File: src/rtl/obstacle_spawner.sv
// -----------------------------------------------------------------------------
// obstacle_spawner
//
// Purpose:
//   Turns one 13-bit LFSR sample per obstacle into a gap length (in frame
//   ticks), an obstacle type and an obstacle height. It counts the gap down on
//   frame ticks and emits a one-cycle spawn pulse when the gap runs out. This
//   block is the only reader of the random stream, so every obstacle gets a
//   fresh sample.
//
// Optional feature macro:
//   SPAWN_DIFFICULTY_EN - adds the level[1:0] input. The random gap offset is
//                         shifted right by level, so higher levels give denser
//                         spawns. When undefined, the level port does not
//                         exist and the offset is the raw 6-bit random field.
//
// Parameters:
//   MIN_GAP       minimum ticks between spawns (legal 1..192, fits 8 bits)
//
// Ports:
//   clock          in   1   system clock, rising edge
//   reset          in   1   asynchronous active-high reset
//   tick           in   1   frame-tick strobe, one clock wide
//   enable         in   1   game running; low forces idle with no spawns
//   rnd            in  13   current random word from the generator
//   level          in   2   difficulty (only with SPAWN_DIFFICULTY_EN)
//   spawn          out  1   one-cycle spawn pulse
//   spawn_type     out  2   obstacle type, held after the pulse
//   spawn_height   out  3   obstacle height, held after the pulse
//   gap_remaining  out  8   ticks left before the next spawn
//   spawn_count    out  8   spawns since reset, wraps 255 -> 0
// -----------------------------------------------------------------------------
module obstacle_spawner #(
  parameter int MIN_GAP = 32
) (
  input  logic        clock,
  input  logic        reset,
  input  logic        tick,
  input  logic        enable,
  input  logic [12:0] rnd,
`ifdef SPAWN_DIFFICULTY_EN
  input  logic [1:0]  level,
`endif
  output logic        spawn,
  output logic [1:0]  spawn_type,
  output logic [2:0]  spawn_height,
  output logic [7:0]  gap_remaining,
  output logic [7:0]  spawn_count
);

  localparam logic [7:0] MIN_GAP_W = 8'(MIN_GAP);

  typedef enum logic [1:0] {
    IDLE = 2'd0,
    LOAD = 2'd1,
    WAIT = 2'd2,
    FIRE = 2'd3
  } state_t;

  state_t     state;

  // Type and height captured in LOAD, presented on the outputs only when the
  // spawn actually fires so the outputs keep describing the last obstacle.
  logic [1:0] pending_type;
  logic [2:0] pending_height;

  // ---------------------------------------------------------------------------
  // Random sample decoding (only meaningful in the LOAD cycle).
  // An all-zero word is the LFSR lock-up state; it is replaced by 13'h000F,
  // which gives offset 15 and type/height 0. Only the fields actually used are
  // extracted, the zero test covers the remaining bits.
  // ---------------------------------------------------------------------------
  logic       rnd_zero;
  logic [5:0] sample_offset;
  logic [1:0] sample_type;
  logic [2:0] sample_height;
  logic [5:0] gap_offset;
  logic [7:0] load_gap;

  always_comb begin
    rnd_zero      = (rnd == 13'd0);
    sample_offset = rnd_zero ? 6'h0F : rnd[5:0];
    sample_type   = rnd_zero ? 2'd0  : rnd[8:7];
    sample_height = rnd_zero ? 3'd0  : rnd[11:9];
`ifdef SPAWN_DIFFICULTY_EN
    gap_offset    = sample_offset >> level;
`else
    gap_offset    = sample_offset;
`endif
    // MIN_GAP <= 192 and offset <= 63, so this 8-bit sum never wraps.
    load_gap      = MIN_GAP_W + {2'b00, gap_offset};
  end

  // The edge-qualified "last tick" of a gap. gap_remaining can never be 0 in
  // WAIT because MIN_GAP >= 1, but treating 0 like 1 avoids a stuck state.
  logic last_tick;

  always_comb begin
    last_tick = tick && (gap_remaining <= 8'd1);
  end

  // ---------------------------------------------------------------------------
  // Control FSM with registered outputs.
  // ---------------------------------------------------------------------------
  always_ff @(posedge clock or posedge reset) begin
    if (reset) begin
      state          <= IDLE;
      pending_type   <= 2'd0;
      pending_height <= 3'd0;
      spawn          <= 1'b0;
      spawn_type     <= 2'd0;
      spawn_height   <= 3'd0;
      gap_remaining  <= 8'd0;
      spawn_count    <= 8'd0;
    end else if (!enable) begin
      // Disabling abandons the current gap entirely; re-enabling always takes
      // a new sample. A spawn that would have fired on this edge is dropped,
      // so neither spawn nor spawn_count reflect it.
      state         <= IDLE;
      spawn         <= 1'b0;
      gap_remaining <= 8'd0;
    end else begin
      case (state)
        IDLE: begin
          spawn <= 1'b0;
          state <= LOAD;
        end

        LOAD: begin
          spawn          <= 1'b0;
          pending_type   <= sample_type;
          pending_height <= sample_height;
          gap_remaining  <= load_gap;
          state          <= WAIT;
        end

        WAIT: begin
          spawn <= 1'b0;
          if (last_tick) begin
            // Type/height, the pulse and the count all move together on the
            // edge that enters FIRE, so the count always matches the pulses
            // that were actually seen.
            gap_remaining <= 8'd0;
            spawn         <= 1'b1;
            spawn_type    <= pending_type;
            spawn_height  <= pending_height;
            spawn_count   <= spawn_count + 8'd1;
            state         <= FIRE;
          end else if (tick) begin
            gap_remaining <= gap_remaining - 8'd1;
          end
        end

        FIRE: begin
          // Ticks here are not counted toward the next gap.
          spawn <= 1'b0;
          state <= LOAD;
        end

        default: begin
          spawn <= 1'b0;
          state <= IDLE;
        end
      endcase
    end
  end

endmodule

File: config.mk
export PLATFORM = sky130hd
export DESIGN_NAME = obstacle_spawner
export DESIGN_NICKNAME = d
export VERILOG_FILES = /design/src/rtl/obstacle_spawner.sv
export SDC_FILE = /design/constraint.sdc
export NUM_CORES = 1
export LEC_CHECK = 0
export ABC_AREA = 1
export BUFFER_PORTS_ARGS = -buffer_cell sky130_fd_sc_hd__buf_2
export CAP_MARGIN = 20
export CORE_UTILIZATION = 50
export CTS_CLUSTER_DIAMETER = 100
export DETAILED_ROUTE_END_ITERATION = 10
export PLACE_DENSITY = 0.75
export SYNTH_ARGS = -nofsm -noshare
export SYNTH_HDL_FRONTEND = slang
export SYNTH_SLANG_ARGS = --single-unit
File: constraint.sdc
create_clock -name clock -period 1.9 [get_ports clock]
set_clock_uncertainty 0.2 [all_clocks]
set_input_delay 0.095 -clock clock [delete_from_list [all_inputs] [get_ports clock]]
set_output_delay 0.095 -clock clock [all_outputs]
set_load 0.01 [all_outputs]
# Word-level counts from Yosys, hierarchy flattened
# Cells that the tools add are included.
# classes
n_mux	13
n_addsub	3
reduce_logical	8
order_cmp	1
n_eq_ne	6
# op_table
op	n
$mux 8	3
$pmux 8 s2	1
$logic_not 13->1	1
$add 8x1->8 const B	1
$le 8x1->1 const B	1
$sub 8x1->8 const B	1
$add 6x6->7 const A	1
$mux 2	3
$mux 6	1
$pmux 2 s3	1
$eq 2x2->1 const B	2
$ne 4x4->1 const B	1
$reduce_and 2->1	2
$mux 3	1
$ne 3x1->1 const B	1
$ne 3x3->1 const B	1
$reduce_and 3->1	1
$reduce_or 3->1	1
$eq 2x1->1 const B	1
$logic_not 2->1	1
$mux 1	2
$pmux 1 s2	1
$reduce_or 2->1	1
$logic_and 1x1->1	1
# word_totals
output_inout_bits	22
regBits	29

# Depth between registers and ports, before layout
# depth
depth_word	5
mapped_depth	11
depth_no_buf	11

# Least setup slack after synthesis
# No wires, ideal clock.
# synth_path
path_kind	register to register
startpoint	register gap_remaining[0]
endpoint	register spawn_count[4]
synth_period_minus_slack_ns	1.712
path_buffers	1
setup_time_ns	0.126
required_time_ns	1.574
arrival_time_ns	1.385
setup_slack_ns	0.188
path_stages_with_launch	11
cell_sequence	dfrtp_1 inv_1 ha_1 inv_1 nand2_1 nand2_1 inv_1 nand2_4 nor2_8 buf_6 o21ai_0
# synth_via
elab_chain_len	3
# synth_rtl
item	line_no	text
start: declaration	47	output logic [7:0] gap_remaining,
start signal: assignment	133	gap_remaining <= load_gap;
start signal: assignment	150	gap_remaining <= gap_remaining - 8'd1;
$le 8x1->1	99	last_tick = tick && (gap_remaining <= 8'd1);
$logic_and 1x1->1	99	
$reduce_and 3->1 (no line)	-	
end signal: assignment	147	spawn_count <= spawn_count + 8'd1;
end: declaration	48	output logic [7:0] spawn_count
# Every way passes these cells.
# A chain may end at the register's enable or synchronous reset.

# Worst setup path in the final report
# Same ends and word-level chain as after synthesis.

==> run summary <==
largest net degree at the start of global routing -> 30
# clock sinks -> 29
GRT Total Usage -> 23.0%
clk root buf -> clkbuf_4
syn_nets -> 248
minimum clock period -> 1.76 ns
mapped cell area -> 1670 um^2
CP Launch Type -> flop
Initial Util -> 53.9%
first-pass GRT wire length -> 5850 um
Hold Path Class -> in -> reg
Seq/Total Area, Yosys -> 43.4%
Post-DP HPWL -> 2590 um
share of layout cells above drive strength 1 -> 24.7%
worst skew pair latency -> 0.33 ns
CP startpoint -> gap_remaining[0]
Worst Reg-to-Reg Cells -> 10
Leakage -> 1.29 nW
Ports -> 39
most frequent cells in the layout -> nand2_1, buf_2, inv_1, dfrtp_1, nor2_1
residual DRC count -> 0
Worst Path Arrival -> 1.78 ns
relative max-transition margin -> 74.5%
via count -> 1574
worst hold stages -> 7
Hold Fails Final Rpt -> 0
syn avg cell area -> 7.43 um^2
Die H -> 59.8 um
Overall Power -> 3.04 mW
commonest non-fill, non-tap cell in the layout -> nand2_1
synthesis-stage register bit count -> 29
post-cts resize count -> 0
P&R area growth vs syn -> 33.4%
GRT overflow -> 0
First-pass DRT Iterations -> 4
R2R Setup Slk -> 0.14 ns
initial antenna violation count -> 0
Multi-input gate area -> 807 um^2
Worst-path clk slew -> 0.10 ns
final wirelength -> 3620 um
Least-Margin Pin Slew -> 0.379 ns
ant diodes -> 0
post-route clock period utilization -> 92.9%
Slew Limit Fails -> 0
storage element area -> 726 um^2
number of global-route vias before repair -> 1373
Iter 0 DRT Violations -> 96
gpl congestion -> 0.921
Setup crit end -> spawn_count[4]
Synth warnings -> 0
# fillers -> 266
Placement Rows -> 20
WL/cell -> 10.5 um
dpl ws -> 0.109 ns
Max FO, Critical Path -> 9
routed vias/inst -> 4.59
die width -> 59.8 um
worst reg2reg endpoint -> spawn_count[4]
Core Area -> 3100 um^2
Max Cap Violations -> 0
Max VDD drop -> 0.794 mV
die footprint -> 3580 um^2
final setup fails -> 0
CP endpoint kind -> flop
Max Freq -> 567 MHz
FF-to-FF Start -> gap_remaining[0]
Layout Nets -> 321
critical path class -> reg -> reg
Util after Layout -> 71.9%
IO buf count -> 38
Antenna Nets Post-Route -> 0
outcome -> finished clean
Setup WS post-layout -> 0.135 ns
clock tree from TritonCTS -> built
required time worst endpoint -> 1.92 ns
RSZ-0062 raised after global routing -> true
cts bufs inserted -> 5
clock buffer depth -> 2
Synth cell types -> 26
power density cells -> 1360 nW/um^2
H-tree depth -> 2
synthesized instance count -> 225
==> metal layers <==
metal / up-vias / track usage [%] / part of all wire (%)
met3: 8 / 7.14 / 3.6
met2: 31 / 36.3 / 45
met1: 696 / 28.8 / 50
li1: 839 / - / -
met5: - / 0 / 0
met4: 0 / 9.97 / 1.7
==> worst max-delay path, stage by stage, from the launching register on <==
cell,delay [ns]
dfrtp_1,0.44
inv_1,0.09
ha_1,0.16
inv_1,0.04
nand2_1,0.07
nand2_1,0.07
inv_1,0.10
nand2_4,0.08
nor2_8,0.17
buf_4,0.15
o21ai_0,0.07
==> stage by stage <==
| step | hold WS, ns | TNS (ns) | instance area [um^2] | std cells |
|---|---|---|---|---|
| after global placement | -0.0208 | 0 | 1980 | 316 |
| after global routing | 0.138 | -0.00811 | 2230 | 343 |
| after floorplan | -0.0269 | 0 | 1670 | 225 |
| after detailed placement | -0.0161 | 0 | 1980 | 316 |
| after CTS | 0.0806 | 0 | 2190 | 338 |
| final | 0.0939 | 0 | 2230 | 343 |
==> repair_timing <==
action / 4_1_cts / 5_1_grt
hold buffers: 14 / 0
hold endpoints to repair: 44 / 0
setup endpoints to repair: 0 / 9
setup buffers: 0 / 5
==> layout make-up <==
| class | count | area share (%) |
|---|---|---|
| tap | 44 | 2.47 |
| clock inverter | 1 | 0.224 |
| sequential | 29 | 32.5 |
| multi-input combinational | 161 | 36.2 |
| timing repair buffer | 68 | 20.2 |
| clock buffer | 7 | 2.91 |
| inverter | 33 | 5.55 |
==> cell families after synthesis <==
| family | count (synthesis) | synth area share, % |
|---|---|---|
| multiplexers | 1 | 0.673 |
| AND/OR/NAND/NOR | 126 | 32.5 |
| flip-flops | 29 | 43.4 |
| AO/OA/AOI/OAI | 20 | 6.36 |
| adder cells (fa/ha/maj) | 6 | 4.49 |
| XOR/XNOR | 8 | 4.19 |
| buffers and inverters | 35 | 8.38 |
==> report_power, final <==
group          leakage [nW]  switching, mW  internal, mW
clock network        0.0413          0.217         0.214
registers             0.376          0.203         0.847
logic                 0.869          0.907         0.656
total                  1.29           1.33          1.72
==> flip-flops by register name, indices dropped and copies added, names as in the netlist <==
name,cells
spawn,1
state,2
spawn_height,3
gap_remaining,8
pending_type,2
pending_height,3
spawn_type,2
spawn_count,8
==> cells in the mapped netlist <==
master / instances / share of area, %
a21oi_1: 3 / 0.90
nand2_1: 81 / 18
nor2_8: 1 / 1.2
o21ai_0: 14 / 4.2
or2_2: 1 / 0.37
nand2_2: 1 / 0.37
nand3b_1: 1 / 0.45
ha_1: 6 / 4.5
inv_1: 30 / 6.7
xnor2_1: 3 / 1.6
nor2_2: 1 / 0.37
buf_2: 1 / 0.30
nor2_1: 21 / 4.7
o21ai_2: 1 / 0.52
xor2_1: 5 / 2.6
inv_2: 3 / 0.67
o21ai_1: 1 / 0.30
nand3_1: 11 / 3.3
buf_6: 1 / 0.67
nor3_1: 2 / 0.60
o211ai_1: 1 / 0.45
dfrtp_1: 29 / 43
nand3_2: 2 / 1.2
nand4_1: 3 / 1.1
mux2_2: 1 / 0.67
nand2_4: 1 / 0.67
==> worst min-delay path by stage <==
stage | slack, ns | startpoint | end
3_5_place_dp | -0.02 | reset | gap_remaining[7]
2_1_floorplan | -0.03 | reset | gap_remaining[0]
3_3_place_gp | -0.02 | reset | gap_remaining[6]
6_report | 0.09 | rnd[12] | gap_remaining[1]
5_1_grt | 0.14 | rnd[12] | gap_remaining[1]
4_1_cts | 0.08 | rnd[12] | gap_remaining[1]
No activity file was read; power rests on OpenSTA's default activity.
